$ cat src/rtl/adc_scan_display.sv
// adc_scan_display: scans NUM_CH XADC aux channels over DRP, box-car averages,
// shows the selected channel on LEDs and as millivolts on an 8-digit display.
// Ports:
//   CLK100MHZ/CPU_RESETN : clock and async active-low reset
//   sel                  : channel to display
//   drp_*                : XADC DRP read port (daddr/den out, do/drdy in)
//   LED                  : [15:4] averaged code, [3] timeout sticky
//   an/seg/dp            : multiplexed 7-segment display, active low
`timescale 1ns/1ps
module adc_scan_display #(
  parameter int         NUM_CH      = 4,
  parameter logic [6:0] BASE_ADDR   = 7'h13,
  parameter int         AVG_LOG2    = 4,
  parameter int         SAMPLE_DIV  = 10000,
  parameter int         REFRESH_DIV = 100000,
  parameter int         DRP_TIMEOUT = 255
) (
  input  logic        CLK100MHZ,
  input  logic        CPU_RESETN,
  input  logic [2:0]  sel,
  output logic [6:0]  drp_daddr,
  output logic        drp_den,
  input  logic [15:0] drp_do,
  input  logic        drp_drdy,
  output logic [15:0] LED,
  output logic [7:0]  an,
  output logic [6:0]  seg,
  output logic        dp
);

  localparam int AW    = 12 + AVG_LOG2;
  localparam int CW    = AVG_LOG2 + 1;
  localparam int NSAMP = 1 << AVG_LOG2;
  localparam int SDW   = (SAMPLE_DIV > 1) ?
                         $clog2(SAMPLE_DIV) : 1;
  localparam int RDW   = (REFRESH_DIV > 1) ?
                         $clog2(REFRESH_DIV) : 1;
  localparam int TW    = $clog2(DRP_TIMEOUT + 1);
  localparam logic [6:0] DASH = 7'h3F;

  typedef enum logic [1:0] {
    IDLE, REQ, WAIT, NEXT
  } state_e;

  logic           clk, rst_n;
  assign clk   = CLK100MHZ;
  assign rst_n = CPU_RESETN;

  state_e         state_q, state_d;
  logic [SDW-1:0] div_q, div_d;
  logic           tick;
  logic [2:0]     ch_q, ch_d;
  logic [CW-1:0]  cnt_q, cnt_d;
  logic [TW-1:0]  tmo_q, tmo_d;
  logic           tmo_hit;
  logic           sticky_q, sticky_d;
  logic           upd_q, upd_d;
  logic [AW-1:0]  acc_q [NUM_CH];
  logic [AW-1:0]  acc_d [NUM_CH];
  logic [11:0]    avg_q [NUM_CH];
  logic [11:0]    avg_d [NUM_CH];

  // sample tick
  always_comb begin
    tick  = (div_q == SDW'(SAMPLE_DIV - 1));
    div_d = tick ? '0 : div_q + 1'b1;
  end

  assign tmo_hit = (tmo_q == TW'(DRP_TIMEOUT - 1));

  // FSM: state register
  always_ff @(posedge clk or negedge rst_n) begin
    if (!rst_n) state_q <= IDLE;
    else        state_q <= state_d;
  end

  // FSM: next state
  always_comb begin
    state_d = state_q;
    unique case (state_q)
      IDLE: if (tick) state_d = REQ;
      REQ:  state_d = WAIT;
      WAIT: if (drp_drdy || tmo_hit)
              state_d = NEXT;
      NEXT: state_d = IDLE;
      default: state_d = IDLE;
    endcase
  end

  // FSM: outputs
  always_comb begin
    drp_den   = (state_q == REQ);
    drp_daddr = BASE_ADDR + {4'b0, ch_q};
  end

  // scan datapath
  always_comb begin
    ch_d     = ch_q;
    cnt_d    = cnt_q;
    tmo_d    = tmo_q;
    sticky_d = sticky_q;
    upd_d    = 1'b0;
    acc_d    = acc_q;
    avg_d    = avg_q;
    unique case (state_q)
      REQ: tmo_d = '0;
      WAIT: begin
        tmo_d = tmo_q + 1'b1;
        if (drp_drdy) begin
          for (int n = 0; n < NUM_CH; n++)
            if (ch_q == 3'(n))
              acc_d[n] = acc_q[n] +
                         AW'(drp_do[15:4]);
        end else if (tmo_hit) begin
          sticky_d = 1'b1;
        end
      end
      NEXT: begin
        if (ch_q == 3'(NUM_CH - 1)) begin
          ch_d = '0;
          if (cnt_q == CW'(NSAMP - 1)) begin
            for (int n = 0; n < NUM_CH; n++) begin
              avg_d[n] = acc_q[n][AVG_LOG2 +: 12];
              acc_d[n] = '0;
            end
            cnt_d = '0;
            upd_d = 1'b1;
          end else begin
            cnt_d = cnt_q + 1'b1;
          end
        end else begin
          ch_d = ch_q + 1'b1;
        end
      end
      default: ;
    endcase
  end

  always_ff @(posedge clk or negedge rst_n) begin
    if (!rst_n) begin
      div_q    <= '0;
      ch_q     <= '0;
      cnt_q    <= '0;
      tmo_q    <= '0;
      sticky_q <= 1'b0;
      upd_q    <= 1'b0;
      for (int n = 0; n < NUM_CH; n++) begin
        acc_q[n] <= '0;
        avg_q[n] <= '0;
      end
    end else begin
      div_q    <= div_d;
      ch_q     <= ch_d;
      cnt_q    <= cnt_d;
      tmo_q    <= tmo_d;
      sticky_q <= sticky_d;
      upd_q    <= upd_d;
      acc_q    <= acc_d;
      avg_q    <= avg_d;
    end
  end

  // selected channel, LEDs and millivolts
  logic [11:0] sel_avg;
  logic        sel_ok;
  logic [21:0] prod;
  logic [9:0]  mv;
  logic [11:0] led_q;

  always_comb begin
    sel_avg = '0;
    sel_ok  = 1'b0;
    for (int n = 0; n < NUM_CH; n++)
      if (sel == 3'(n)) begin
        sel_avg = avg_q[n];
        sel_ok  = 1'b1;
      end
    prod = 22'(sel_avg) * 22'd1000;
    mv   = prod[21:12];
  end

  always_ff @(posedge clk or negedge rst_n) begin
    if (!rst_n) led_q <= '0;
    else        led_q <= sel_avg;
  end

  assign LED = {led_q, sticky_q, 3'b000};

  // double-dabble; digits commit only when done
  logic [2:0]  sel_prev_q;
  logic        start;
  logic        busy_q;
  logic [3:0]  bits_q;
  logic [9:0]  bin_q;
  logic [11:0] bcd_q, bcd_adj, bcd_nx;
  logic [2:0]  psel_q, dsel_q;
  logic        pok_q, dok_q;
  logic [11:0] dig_q;

  assign start = upd_q || (sel != sel_prev_q);

  always_comb begin
    for (int i = 0; i < 3; i++) begin
      bcd_adj[i*4 +: 4] = bcd_q[i*4 +: 4];
      if (bcd_q[i*4 +: 4] >= 4'd5)
        bcd_adj[i*4 +: 4] = bcd_q[i*4 +: 4] + 4'd3;
    end
    bcd_nx = {bcd_adj[10:0], bin_q[9]};
  end

  always_ff @(posedge clk or negedge rst_n) begin
    if (!rst_n) begin
      sel_prev_q <= '0;
      busy_q     <= 1'b0;
      bits_q     <= '0;
      bin_q      <= '0;
      bcd_q      <= '0;
      psel_q     <= '0;
      pok_q      <= 1'b0;
      dsel_q     <= '0;
      dok_q      <= 1'b0;
      dig_q      <= '0;
    end else begin
      sel_prev_q <= sel;
      if (start) begin
        busy_q <= 1'b1;
        bits_q <= 4'd10;
        bin_q  <= mv;
        bcd_q  <= '0;
        psel_q <= sel;
        pok_q  <= sel_ok;
      end else if (busy_q) begin
        bcd_q  <= bcd_nx;
        bin_q  <= {bin_q[8:0], 1'b0};
        bits_q <= bits_q - 1'b1;
        if (bits_q == 4'd1) begin
          busy_q <= 1'b0;
          dig_q  <= bcd_nx;
          dsel_q <= psel_q;
          dok_q  <= pok_q;
        end
      end
    end
  end

  // digit scan
  function automatic logic [6:0] hex7(
    input logic [3:0] d
  );
    case (d)
      4'h0: hex7 = 7'h40;
      4'h1: hex7 = 7'h79;
      4'h2: hex7 = 7'h24;
      4'h3: hex7 = 7'h30;
      4'h4: hex7 = 7'h19;
      4'h5: hex7 = 7'h12;
      4'h6: hex7 = 7'h02;
      4'h7: hex7 = 7'h78;
      4'h8: hex7 = 7'h00;
      4'h9: hex7 = 7'h10;
      4'hA: hex7 = 7'h08;
      4'hB: hex7 = 7'h03;
      4'hC: hex7 = 7'h46;
      4'hD: hex7 = 7'h21;
      4'hE: hex7 = 7'h06;
      default: hex7 = 7'h0E;
    endcase
  endfunction

  logic [RDW-1:0] ref_q;
  logic           ref_tc;
  logic [2:0]     idx_q;
  logic [7:0]     an_q, an_d;
  logic [6:0]     seg_q, seg_d;
  logic           dp_q, dp_d;

  assign ref_tc = (ref_q == RDW'(REFRESH_DIV - 1));

  always_comb begin
    an_d  = ~(8'b1 << idx_q);
    seg_d = 7'h7F;
    dp_d  = 1'b1;
    unique case (1'b1)
      (idx_q == 3'd3): begin
        seg_d = dok_q ? hex7({1'b0, dsel_q}) : DASH;
        dp_d  = ~dok_q;
      end
      (idx_q == 3'd2):
        seg_d = dok_q ? hex7(dig_q[11:8]) : DASH;
      (idx_q == 3'd1):
        seg_d = dok_q ? hex7(dig_q[7:4]) : DASH;
      (idx_q == 3'd0):
        seg_d = dok_q ? hex7(dig_q[3:0]) : DASH;
      default: ;
    endcase
  end

  // an/seg/dp share one register stage so they switch together
  always_ff @(posedge clk or negedge rst_n) begin
    if (!rst_n) begin
      ref_q <= '0;
      idx_q <= '0;
      an_q  <= 8'hFF;
      seg_q <= 7'h7F;
      dp_q  <= 1'b1;
    end else begin
      ref_q <= ref_tc ? '0 : ref_q + 1'b1;
      if (ref_tc) idx_q <= idx_q + 1'b1;
      an_q  <= an_d;
      seg_q <= seg_d;
      dp_q  <= dp_d;
    end
  end

  assign an  = an_q;
  assign seg = seg_q;
  assign dp  = dp_q;

  logic unused_bits;
  assign unused_bits = ^{drp_do[3:0], prod[11:0]};

endmodule
$ cat config.mk
export PLATFORM = sky130hd
export DESIGN_NAME = adc_scan_display
export DESIGN_NICKNAME = d
export VERILOG_FILES = /design/src/rtl/adc_scan_display.sv
export SDC_FILE = /design/constraint.sdc
export NUM_CORES = 1
export LEC_CHECK = 0
export ABC_AREA = 1
export ABC_CLOCK_PERIOD_IN_PS = 8500
export CAP_MARGIN = 15
export CORE_MARGIN = 1.5
export CORE_UTILIZATION = 50
export DETAILED_ROUTE_END_ITERATION = 6
export PLACE_DENSITY = 0.72
export SLEW_MARGIN = 0
export SYNTH_ARGS = -nofsm -noshare
export SYNTH_HDL_FRONTEND = slang
export SYNTH_SLANG_ARGS = --single-unit
$ cat constraint.sdc
create_clock -name CLK100MHZ -period 8.5 [get_ports CLK100MHZ]
set_input_delay 1.7 -clock CLK100MHZ [delete_from_list [all_inputs] [get_ports CLK100MHZ]]
set_output_delay 1.7 -clock CLK100MHZ [all_outputs]
set_load 0.1 [all_outputs]
# After elaboration in Yosys (flattened, before gate mapping)

Memory sizes are Yosys's and may differ from the RTL's.
Cells that the tools add are included.

Register bits: 244
Bits in read-only memories: 392
Input bits: 22
Output and inout port bits: 40
Memories: 4

Add/sub/neg operators: 15
Multiply operators: 1
Magnitude comparators: 3
Eq/ne operators: 27
Shift operators: 1
Multiplexer cells: 45
Bitwise gates (word level): 4
Reductions and logical operators: 18

Memory list:

| name            | depth | bits a word | read ports | clocked after memory_dff | wr ports | RTL line | RTL |
|---|---|---|---|---|---|---|---|
| (no name shown) | 16    | 7           | 1          | 0                        | 0        | 250      | `case (d)` |
| (no name shown) | 16    | 7           | 1          | 0                        | 0        | 250      |  |
| (no name shown) | 16    | 7           | 1          | 0                        | 0        | 250      |  |
| (no name shown) | 8     | 7           | 1          | 0                        | 0        | 250      |  |

Operator list:

| cell                    | number |
|---|---|
| $mux W64                | 3 |
| $pmux W64 S2            | 1 |
| $mux W12                | 6 |
| $add A16 B12 Y16        | 4 |
| $mux W16                | 4 |
| $mux W7                 | 4 |
| $pmux W7 S4             | 1 |
| $mux W10                | 2 |
| $reduce_and A5 Y1       | 4 |
| $mul A12 B7 Y19 const B | 1 |
| $eq A3 B2 Y1 const B    | 6 |
| $ne A2 B2 Y1 const B    | 9 |
| $add A17 B1 Y17 const B | 1 |
| $eq A17 B17 Y1 const B  | 1 |
| $mux W17                | 1 |
| $mux W4                 | 4 |
| $pmux W8 S2             | 1 |
| $add A14 B1 Y14 const B | 1 |
| $eq A14 B14 Y1 const B  | 1 |
| $mux W14                | 1 |
| $ge A4 B3 Y1 const B    | 3 |
| $mux W1                 | 11 |
| $eq A3 B1 Y1 const B    | 3 |
| $logic_not A3 Y1        | 3 |
| other kinds (25)        | 38 |

# Depth between registers and ports, before layout

Depth after elaboration: 7
Depth in mapped cells: 28

# Worst setup path after synthesis

No wires, ideal clock.

Kind: input port to flip-flop
Start: in sel[1]
End: reg bin_q[9]
Setup time: 117 ps
Arrival time: 6002 ps
Data required time: 8383 ps
Setup slack: 2381 ps
Stages: 22
Path buffers: 2
Cell sequence: buf_2 nor3_4 buf_2 nand2_1 nand3_1 a21oi_1 fa_1 fa_1 inv_1 fa_1 inv_1 fa_1 inv_1 ha_1 inv_1 o21ai_0 a31oi_1 nor2_1 a211oi_1 nand3_1 nand3_1 nand2_1

Longest elaborated chain between the ends: 7
Elaborated cells between the ends (all ways): 13
Those cells by class: 1 x mul; 4 x eq/ne; 5 x mux; 3 x reduce/logical

Ends and longest elaborated chain:

| element               | RTL line | RTL |
|---|---|---|
| from (decl)           | 20       | `input logic [2:0] sel,` |
| $logic_not A3 Y1      | 174      | `if (sel == 3'(n)) begin` |
| $mux W12 (4 in a row) | 174      |  |
| $mul A12 B7 Y19       | 178      | `prod = 22'(sel_avg) * 22'd1000;` |
| $mux W10              | 225      | `if (start) begin` |
| to (signal assigned)  | 228      | `bin_q <= mv;` |
| to (signal assigned)  | 234      | `bin_q <= {bin_q[8:0], 1'b0};` |
| to (decl)             | 194      | `logic [9:0] bin_q;` |

Parallel ways exist; a longest one is shown, timed or not.
A chain may end at the register's enable or synchronous reset.

# Worst setup path after layout

Start: in sel[1]
End: reg bin_q[9]

Longest elaborated chain between the ends: 7
Elaborated cells between the ends (all ways): 13
Those cells by class: 1 x mul; 4 x eq/ne; 5 x mux; 3 x reduce/logical

Ends and longest elaborated chain:

| element               | RTL line | RTL |
|---|---|---|
| $logic_not A3 Y1      | 174      |  |
| $mux W12 (3 in a row) | 174      |  |
| $mux W12 (*)          | 174      |  |
| net sel_avg[6]        | 164      | `logic [11:0] sel_avg;` |
| $mul A12 B7 Y19 (*)   | 178      |  |
| $mux W10 (*)          | 225      |  |

Mark *: on every way through the listed nets, which the timed path passes. The rest lies on a longest branch.

==> key figures <==
Route
  – Final WL: 34.2 mm
  – First-pass detailed-route iteration total: 7
  – Routed WL per cell: around 14 µm
  – Vias after detailed routing: between 10,000 and 15,000
  – ANT nets after route: 0
  – Routed vias/inst: ~5.4
  – DRT iter0 DRCs: just under 800
  – DRC viols: 9

Die
  – Starting Density: 51.1%
  – Die ar.: between 30,000 and 40,000 µm²
  – Die Span X: 180 µm
  – Core area: between 30,000 and 40,000 µm²
  – Die Y: roughly 180 µm
  – I/O pin count: 62
  – Site Rows: 64

Worst setup path
  – CP most frequent cell: inv_1
  – Worst R2R Start: avg_q[32]$_DFFE_PN0P_
  – Reg2reg path depth: 21
  – CP top delay family: adder cells
  – R2r setup slk: 3520 ps
  – Critical path buffers and inverters: 7
  – Crit Path Max Fanout: 10
  – Critical Path AT: roughly 7400 ps
  – Critical path type: primary input to flop
  – CP max-delay cell: clkdlybuf4s50_1
  – Critical Path Max Stage Delay: around 740 ps
  – Critical Path End Type: flop
  – CP required: a little under 9000 ps
  – CP Cell Sequence: clkdlybuf4s50_1, inv_2, nor3_2, nand2_1, nand3_1, inv_1, fa_1, fa_1, inv_1, fa_1, inv_1, fa_1, inv_1, ha_1, inv_1, o21ai_0, a31oi_1, nor2_1, a211oi_1, nand3_1, nand3_1, nand2_1
  – Worst R2R End: bin_q[9]$_DFFE_PN0P_
  – Critical Path Start Type: primary input

Place
  – Post-DP HPWL: ~26 mm
  – Placed cell area: roughly 17,000 µm²
  – # port buffers: slightly above 50
  – Routability cong.: approximately 0.91

Timing
  – Final hold violations: 0
  – Final setup viols: 0
  – Final Critical Period: between 6000 and 7000 ps
  – Count of final max-slew check failures: 0
  – Worst rel slew slack: between 30% and 40%
  – Max Clk Rate: about 140 MHz
  – RSZ-0062 raised after global routing: no
  – Setup TNS: 0 ps
  – Worst slew pin tran: just under 1000 ps
  – Hold_ws: 466 ps
  – Tcrit/Tclk final: 81.5%
  – Setup Skew: ~18 ps

Hold path
  – Hold Path Sink: div_q[0]$_DFF_PN0_
  – Hold Crit Start: div_q[0]$_DFF_PN0_
  – WHS Path Cells: 1
  – HP Class: flop to flop

Power and ir drop
  – P_leak: between 8 and 9 nW
  – VDD IR max: approximately 210 µV
  – Power Density: 233 nW/µm²
  – Total Power: around 4.1 mW

Clock tree
  – Post-CTS Resized: 0
  – Clock latency at the later pin of the worst-skew pair: ~560 ps
  – Inserted Clock Buffers: 28
  – Maximum clock path buffer count: 3
  – Clock sink count: 244
  – H-tree levels: 1
  – Clock transition at the registers of the reported paths: approximately 60 ps
  – Hold buffers post-CTS: 0
  – Setup bufs post-CTS: 0
  – Clock root buffer: clkbuf_16
  – CTS tree: built

Synthesis
  – EDFF count, synth: 0
  – Asr flop ratio synth: 100%
  – Netlist cell types: 58
  – Top cell type's share of synthesized area: a little over a third
  – Top cells by area, synth: dfrtp_1, ha_1, nand2_1
  – Seq cells post-synth: 244
  – Cell taking the most area after synthesis: dfrtp_1
  – Post-synthesis instance area: roughly 16,000 µm²
  – Sequential fraction of the synthesis area: 39.0%
  – Predominant post-synthesis flop cell: dfrtp_1
  – Gate Count Post-Synth: around 1,900
  – Avg Cell Area, Syn: slightly above 8 µm²
  – Synthesis warning total: 0

Status
  – Failing checks: design-rule violations
  – Status: finished with violations

GRT
  – Pin count of the biggest net entering global routing: between 100 and 150
  – All-Layer GR Usage: a little over a fifth
  – Initial antenna violation count: 2
  – First-pass GRT wire length: just under 60 mm
  – Number of global-route vias before repair: roughly 12,000
  – Total global routing overflow: 0

Run
  – Reported max-cap violation count: 0

Cells and area
  – Most frequent cells in the layout: nand2_1, inv_1, dfrtp_1, o21ai_0, ha_1
  – Fraction of layout cells with a size suffix above 1: under 10%
  – NumNets Final: approximately 2,200
  – Layout Area Growth over Synthesis: 11.4%
  – # fillers: 2,817
  – Most common cell after layout, fill and taps aside: nand2_1
  – Post-route cell area: between 15,000 and 20,000 µm²
flip-flops by register name (all words and copies together) (netlist names), 7 cells and up:
signal  flops
avg_q      48
led_q      12
dig_q      12
bcd_q      12
an          8
bin_q      10
tmo_q       8
seg         7
ref_q      17
acc_q      64
div_q      14
through the flow:
| stage | util (%) | setup WS, ps | cells |
|---|---|---|---|
| floorplan | - | 2380 | 1898 |
| global placement | 53.9 | 1070 | 2314 |
| detailed placement | 53.9 | 1020 | 2314 |
| CTS | 56.9 | 1560 | 2362 |
| global route | 56.9 | 1200 | 2364 |
| finish | 56.9 | 1570 | 2364 |
metal layers:
metal / routed length (µm) / track usage, % / vias up
met5: 0 / 0 / -
li1: - / - / 6372
met1: 15800 / 28.1 / 6004
met3: 1100 / 2.28 / 64
met4: 777 / 5.88 / 0
met2: 16500 / 36.9 / 212
kinds of logic after synthesis:
family | Yosys count | synth area share (%)
AO/OA/AOI/OAI | 427 | 15.4
XOR/XNOR | 23 | 1.28
adder cells (fa/ha/maj) | 182 | 16.4
buffers and inverters | 346 | 8.78
flip-flops | 244 | 39.0
other | 2 | 0.0478
AND/OR/NAND/NOR | 670 | 19.1
Yosys cell counts (9+ instances only):
library cell / number
ha_1: 143
nand2_1: 381
dfstp_2: 16
nor2_4: 9
nand3_1: 95
nand4_1: 16
o21bai_1: 10
a21oi_1: 134
a22o_1: 14
o21ai_0: 178
nor2_1: 97
o22ai_1: 31
fa_1: 39
xor2_1: 15
nor3_1: 33
a211oi_1: 15
inv_1: 295
dfrtp_1: 228
buf_4: 9
inv_2: 13
a31oi_1: 9
clkbuf_1: 14
power by group:
| part | leakage, nW | internal (mW) | switching, mW | total [mW] |
|---|---|---|---|---|
| registers | 3.12 | 1.33 | 0.112 | 1.45 |
| clock network | 0.460 | 0.720 | 0.489 | 1.21 |
| logic | 5.03 | 0.464 | 0.960 | 1.42 |
how the worst max path moves through the flow:
| stage | to | from | depth (start not counted) | slack (ps) |
|---|---|---|---|---|
| 6_report | bin_q[9]$_DFFE_PN0P_ | sel[1] | 22 | 1570 |
| 5_1_grt | bin_q[9]$_DFFE_PN0P_ | sel[1] | 22 | 1200 |
| 4_1_cts | bin_q[9]$_DFFE_PN0P_ | sel[1] | 22 | 1560 |
| 3_5_place_dp | bin_q[9]$_DFFE_PN0P_ | sel[1] | 22 | 1020 |
| 3_3_place_gp | bin_q[9]$_DFFE_PN0P_ | sel[1] | 22 | 1070 |
| 2_1_floorplan | bin_q[9]$_DFFE_PN0P_ | sel[1] | 22 | 2380 |
final cells by class:
| type | instances | area (µm²) | share of cell area (%) |
|---|---|---|---|
| repair buffers | 54 | 551 | 3.15 |
| clock inverters | 14 | 176 | 1.01 |
| inverters | 312 | 1180 | 6.74 |
| well taps | 396 | 495 | 2.83 |
| diodes | 2 | 5.00 | 0.0286 |
| clock buffers | 34 | 753 | 4.30 |
| multi-input cells | 1308 | 8210 | 46.9 |
| flip-flops and latches | 244 | 6130 | 35.0 |
worst register-to-register path: stages (launching register included):
cell and delay (ps):
dfrtp_1 400, nand2_1 100, nand3_1 80, a21oi_1 500, inv_1 280, ha_1 360, inv_1 50, fa_1 530
inv_1 50, fa_1 500, inv_1 60, fa_1 500, inv_1 40, ha_1 340, inv_1 100, o21ai_0 110
a31oi_1 280, nor2_1 70, a211oi_1 240, nand3_1 110, nand3_1 110, nand2_1 50
(Power assumes the default switching activity.)
